<file path="src/rtl/video_timing_pkg.sv">
// Raster timing constants for 720p60, shared by the timing generator and by
// sprite/overlay modules that need the visible screen bounds.
package video_timing_pkg;

  // Counter widths of the raster position and frame count outputs.
  localparam int HCOUNT_W = 11;
  localparam int VCOUNT_W = 10;
  localparam int FC_W     = 6;

  // 720p60 horizontal timing, in pixels.
  localparam int ACTIVE_H_720      = 1280;
  localparam int H_FRONT_PORCH_720 = 110;
  localparam int H_SYNC_WIDTH_720  = 40;
  localparam int H_BACK_PORCH_720  = 220;

  // 720p60 vertical timing, in lines.
  localparam int ACTIVE_V_720      = 720;
  localparam int V_FRONT_PORCH_720 = 5;
  localparam int V_SYNC_WIDTH_720  = 5;
  localparam int V_BACK_PORCH_720  = 20;

  localparam int FPS_720 = 60;

  // Derived totals and sync windows (inclusive start/end positions).
  localparam int H_TOTAL_720 = ACTIVE_H_720 + H_FRONT_PORCH_720 + H_SYNC_WIDTH_720 + H_BACK_PORCH_720;
  localparam int V_TOTAL_720 = ACTIVE_V_720 + V_FRONT_PORCH_720 + V_SYNC_WIDTH_720 + V_BACK_PORCH_720;
  localparam int HS_START_720 = ACTIVE_H_720 + H_FRONT_PORCH_720;
  localparam int HS_END_720   = HS_START_720 + H_SYNC_WIDTH_720 - 1;
  localparam int VS_START_720 = ACTIVE_V_720 + V_FRONT_PORCH_720;
  localparam int VS_END_720   = VS_START_720 + V_SYNC_WIDTH_720 - 1;

endpackage

</file>
<file path="src/rtl/video_sig_gen_wrap_counter.sv">
// Modulo-MAX counter with enable and synchronous active-low reset.
// Exposes the registered value, the value it will take at the next edge,
// and a wrap pulse that is high while the counter is about to roll over.
module wrap_counter #(
  parameter int MAX   = 2,
  parameter int WIDTH = 1
) (
  input  logic             clk_i,
  input  logic             rst_n_i,
  input  logic             en_i,
  output logic [WIDTH-1:0] value_o,
  output logic [WIDTH-1:0] next_o,
  output logic             wrap_o
);

  localparam logic [WIDTH-1:0] LAST = WIDTH'(MAX - 1);

  logic [WIDTH-1:0] value_q;
  logic [WIDTH-1:0] value_d;

  // Next value: hold when disabled, roll over to zero after LAST.
  always_comb begin
    value_d = value_q;
    if (en_i) begin
      if (value_q == LAST) begin
        value_d = '0;
      end else begin
        value_d = value_q + 1'b1;
      end
    end
  end

  assign wrap_o  = en_i && (value_q == LAST);
  assign next_o  = value_d;
  assign value_o = value_q;

  // Count register, cleared while reset is held.
  always_ff @(posedge clk_i) begin
    if (!rst_n_i) begin
      value_q <= '0;
    end else begin
      value_q <= value_d;
    end
  end

endmodule

</file>
<file path="src/rtl/video_sig_gen.sv">
// Raster timing generator: pixel coordinates, sync pulses, active-draw flag,
// new-frame strobe and frame count. One pixel per clock.
// Every flag is decoded from the counters' next values and registered, so the
// flags line up with the hcount/vcount shown in the same cycle.
module video_sig_gen
  import video_timing_pkg::*;
#(
  parameter int ACTIVE_H      = ACTIVE_H_720,
  parameter int H_FRONT_PORCH = H_FRONT_PORCH_720,
  parameter int H_SYNC_WIDTH  = H_SYNC_WIDTH_720,
  parameter int H_BACK_PORCH  = H_BACK_PORCH_720,
  parameter int ACTIVE_V      = ACTIVE_V_720,
  parameter int V_FRONT_PORCH = V_FRONT_PORCH_720,
  parameter int V_SYNC_WIDTH  = V_SYNC_WIDTH_720,
  parameter int V_BACK_PORCH  = V_BACK_PORCH_720,
  parameter int FPS           = FPS_720
) (
  input  logic                clk_in,
  input  logic                rst_in,
  output logic [HCOUNT_W-1:0] hcount_out,
  output logic [VCOUNT_W-1:0] vcount_out,
  output logic                hs_out,
  output logic                vs_out,
  output logic                ad_out,
  output logic                nf_out,
  output logic [FC_W-1:0]     fc_out
);

  localparam int H_TOTAL = ACTIVE_H + H_FRONT_PORCH + H_SYNC_WIDTH + H_BACK_PORCH;
  localparam int V_TOTAL = ACTIVE_V + V_FRONT_PORCH + V_SYNC_WIDTH + V_BACK_PORCH;

  // Full-width decode thresholds.
  localparam logic [HCOUNT_W-1:0] ACT_H_C    = HCOUNT_W'(ACTIVE_H);
  localparam logic [VCOUNT_W-1:0] ACT_V_C    = VCOUNT_W'(ACTIVE_V);
  localparam logic [HCOUNT_W-1:0] HS_START_C = HCOUNT_W'(ACTIVE_H + H_FRONT_PORCH);
  localparam logic [HCOUNT_W-1:0] HS_END_C   = HCOUNT_W'(ACTIVE_H + H_FRONT_PORCH + H_SYNC_WIDTH - 1);
  localparam logic [VCOUNT_W-1:0] VS_START_C = VCOUNT_W'(ACTIVE_V + V_FRONT_PORCH);
  localparam logic [VCOUNT_W-1:0] VS_END_C   = VCOUNT_W'(ACTIVE_V + V_FRONT_PORCH + V_SYNC_WIDTH - 1);

  // A parameter set that overflows the fixed output widths is unusable.
  if (H_TOTAL > 2048 || V_TOTAL > 1024 || FPS > 64 || FPS < 1 ||
      H_SYNC_WIDTH < 1 || V_SYNC_WIDTH < 1) begin : g_bad_params
    $error("video_sig_gen: timing parameters do not fit the counter widths");
  end

  logic [HCOUNT_W-1:0] h_val, h_next;
  logic [VCOUNT_W-1:0] v_val, v_next;
  logic [FC_W-1:0]     f_val, f_next;
  logic                h_wrap, v_wrap, f_wrap;
  logic                unused_wraps;

  logic hs_d, vs_d, ad_d, nf_d;
  logic hs_q, vs_q, ad_q, nf_q;

  wrap_counter #(.MAX(H_TOTAL), .WIDTH(HCOUNT_W)) u_hcount (
    .clk_i   (clk_in),
    .rst_n_i (rst_in),
    .en_i    (1'b1),
    .value_o (h_val),
    .next_o  (h_next),
    .wrap_o  (h_wrap)
  );

  wrap_counter #(.MAX(V_TOTAL), .WIDTH(VCOUNT_W)) u_vcount (
    .clk_i   (clk_in),
    .rst_n_i (rst_in),
    .en_i    (h_wrap),
    .value_o (v_val),
    .next_o  (v_next),
    .wrap_o  (v_wrap)
  );

  // Frame count advances on the same edge that raises nf_out.
  wrap_counter #(.MAX(FPS), .WIDTH(FC_W)) u_fcount (
    .clk_i   (clk_in),
    .rst_n_i (rst_in),
    .en_i    (nf_d),
    .value_o (f_val),
    .next_o  (f_next),
    .wrap_o  (f_wrap)
  );

  // Only the line wrap drives anything; the others are informational.
  assign unused_wraps = v_wrap ^ f_wrap ^ (^f_next);

  // Decode the flags for the position the counters are about to show.
  always_comb begin
    hs_d = (h_next >= HS_START_C) && (h_next <= HS_END_C);
    vs_d = (v_next >= VS_START_C) && (v_next <= VS_END_C);
    ad_d = (h_next < ACT_H_C) && (v_next < ACT_V_C);
    nf_d = (h_next == ACT_H_C) && (v_next == ACT_V_C);
  end

  // Flag registers, cleared while reset is held.
  always_ff @(posedge clk_in) begin
    if (!rst_in) begin
      hs_q <= 1'b0;
      vs_q <= 1'b0;
      ad_q <= 1'b0;
      nf_q <= 1'b0;
    end else begin
      hs_q <= hs_d;
      vs_q <= vs_d;
      ad_q <= ad_d;
      nf_q <= nf_d;
    end
  end

  assign hcount_out = h_val;
  assign vcount_out = v_val;
  assign fc_out     = f_val;
  assign hs_out     = hs_q;
  assign vs_out     = vs_q;
  assign ad_out     = ad_q;
  assign nf_out     = nf_q;

endmodule
</file>
<file path="config.mk">
export PLATFORM = sky130hd
export DESIGN_NAME = video_sig_gen
export DESIGN_NICKNAME = d
export VERILOG_FILES = /design/src/rtl/video_timing_pkg.sv /design/src/rtl/video_sig_gen_wrap_counter.sv /design/src/rtl/video_sig_gen.sv
export SDC_FILE = /design/constraint.sdc
export NUM_CORES = 1
export LEC_CHECK = 0
export CAP_MARGIN = 15
export CORE_UTILIZATION = 30
export DETAILED_ROUTE_END_ITERATION = 8
export PLACE_DENSITY = 0.62
export REMOVE_ABC_BUFFERS = 1
export SLEW_MARGIN = 20
export SYNTH_ARGS = -nofsm -noshare
export SYNTH_HDL_FRONTEND = slang
export SYNTH_SLANG_ARGS = --single-unit
</file>
<file path="constraint.sdc">
create_clock -name clk_in -period 2.6 [get_ports clk_in]
set_input_delay 0.52 -clock clk_in [delete_from_list [all_inputs] [get_ports clk_in]]
set_output_delay 0.52 -clock clk_in [all_outputs]
set_load 0.01 [all_outputs]
</file>
==> results.cfg <==
[run_status]
outcome = finished clean

[route]
drtIter0Drc = 116
routedWlPerCell_um = 14.5
wirelength_um = 6030
dr.pass1.iters = 4
ant_nets = 0
route.detailed.drc = 0
vias_per_cell = 5.32
vias = 2220

[setup_path]
cp_max_fo = 5
crit_cells = 11
crit_chain = inv_1, ha_1, nor4b_4, and3_1, buf_4, o31a_1, o22a_2, nor4_4, buf_4, mux2i_1, nor2_1
worst_path_most_repeated_cell = buf_4
arrival_ps = 2630
slowest_delay_ps = 370
crit_family = simple AND/OR/NAND/NOR gates
crit_required_ps = 2770
endpoint = u_fcount.value_o[1]
r2r_start = u_hcount.value_o[1]
rr_worst_depth = 11
worstSetupStartpoint = u_hcount.value_o[1]
reg2reg_slack_ps = 150
worstSetupEndpointType = register
path_class = reg2reg
cp-start-kind = register
worst-path-buf-inv = 3
crit_slowest_cell = dfxtp_2
r2r-end = u_fcount.value_o[1]

[clocking]
ctsLongestPathBuffers = 2
htreeDepth = 2
clk_pin_slew_worst_paths_ps = 70
cts_buffers = 5
cts_root_buf = clkbuf_8
clock_sinks = 31
tritoncts = built
clk_latency_ps = 290

[power]
power_density_nw_per_um2 = 373
ir_worst_vdd_mv = 0.163
leakagePower_nw = 1.07

[timing]
hold_ws_ps = 513
fin_crit_sh = 0.944
max_freq_mhz = 408
slew_headroom = 0.694
hold_violations = 0
min_period_ps = 2450
setup_viol = 0
worst-slew-pin-transition_ps = 458
setup_slack_ps = 146
clock-skew-final_ps = 4.40
slew_viol_final = 0

[die]
initial_core_util = 0.311
die_w_um = 86.0
design.die.area_um2 = 7390
rows = 30
coreArea_um2 = 6790
io_pins = 33
die_h_um = 86.0

[synthesis]
ys_seq_elements = 31
netlist_area_um2 = 2110
yosysSeqAreaShare = 0.293
yosysWarnings = 0
synth_flop_cell = dfxtp_1
async_flop_share = 0
ys_types = 59
syn_avg_cell_area_um2 = 7.86
netlist_instances = 269
synth_edf_count = 0

[cells_and_area]
n_antenna_cell = 0
layout_common_cells = 32 x clkdlybuf4s50_1, 30 x nor2_1, 30 x buf_4
final_common_cell = clkdlybuf4s50_1
area_growth_pct = 34.9
drive_gt1_frac = 0.181
fin_nets = 327

[global_routing]
grt_pass1_vias = 2042
grt_pass1_wl_um = 10100
gr-usage-all-layers = 0.172
grt_remaining_overflow = 0
grt_max_degree = 12
grt_antenna_before_repair = 0

[placed_design]
dp_hpwl_um = 4450
place_ws_ps = 34.4
port_buffers = 32
gp_congestion = 0.942

[min_path]
hold_path_class = reg2reg

[job]
cap_violations = 0
-- state kept, by name, indices dropped and copies added, names as in the netlist --
name,flops
u_hcount.value_o,11
hs_out,1
u_fcount.value_o,6
nf_out,1
ad_out,1
vs_out,1
u_vcount.value_o,10
-- cells in the mapped netlist (all sizes together), types with 7 or more instances --
master | instances | share of area
dfxtp | 31 | 0.29
buf | 10 | 0.026
nor3 | 8 | 0.019
inv | 7 | 0.012
o21ai | 14 | 0.033
and3 | 9 | 0.027
clkbuf | 8 | 0.014
nand3 | 16 | 0.038
a21oi | 12 | 0.028
xnor2 | 9 | 0.037
nor2 | 30 | 0.053
nand2 | 22 | 0.039
-- per-layer routing --
layer	wire length (um)	vias to the layer above	track usage
li1	-	1094	-
met1	2830	1043	0.236
met2	2760	71	0.269
met3	312	12	0.0346
met4	125	0	0.0561
met5	0	-	0
-- where the power goes --
group	total, W	switching (W)	internal [W]
combinational	0.0000767	0.0000404	0.0000363
sequential	0.000488	0.00000775	0.000480
clock	0.000499	0.000189	0.000310
-- worst min-delay path by stage --
stage	startpoint	end	slack (ps)	cells past startpoint
floorplan	u_hcount.value_o[0]	u_hcount.value_o[0]	520	1
global placement	u_fcount.value_o[0]	u_fcount.value_o[0]	510	2
detailed placement	u_fcount.value_o[0]	u_fcount.value_o[0]	510	2
CTS	u_fcount.value_o[0]	u_fcount.value_o[0]	520	2
global route	u_fcount.value_o[0]	u_fcount.value_o[0]	560	2
finish	u_fcount.value_o[0]	u_fcount.value_o[0]	510	2
-- layout make-up --
cell class	instances	area, um2
fill	699	3940
multi-input combinational	212	1410
sequential	31	628
timing repair buffer	62	546
tap	96	120
clock buffer	6	82.6
clock inverter	2	35.0
inverter	8	30.0
-- cells by family after synthesis --
logic type / share of synthesized area
fa+ha+maj: 0.0296
buf+inv: 0.0544
xor+xnor: 0.0538
mux: 0.0142
flops: 0.293
simple gates: 0.350
compound gates: 0.204
-- stage by stage --
stage	cell area (um2)	TNS [ps]	util	cells	power, W
5_1_grt	2850	-6.95	0.420	417	0.00111
3_3_place_gp	2680	0	0.394	407	0.000570
4_1_cts	2800	0	0.412	415	0.00107
2_1_floorplan	2030	-263	-	251	0.000534
3_5_place_dp	2680	0	0.394	407	0.000572
6_report	2850	0	0.420	417	0.00106
-- tightest hold or removal path, stage by stage, from the launching register on --
cell,delay (ps)
dfxtp_1,340
nand2b_1,80
a21oi_1,50
-- timing repair --
item	in CTS	in global routing
setup endpoints to repair	0	7
gates resized for setup	0	14
hold buffers	0	0
setup buffers	0	2
(Power assumes the default switching activity.)
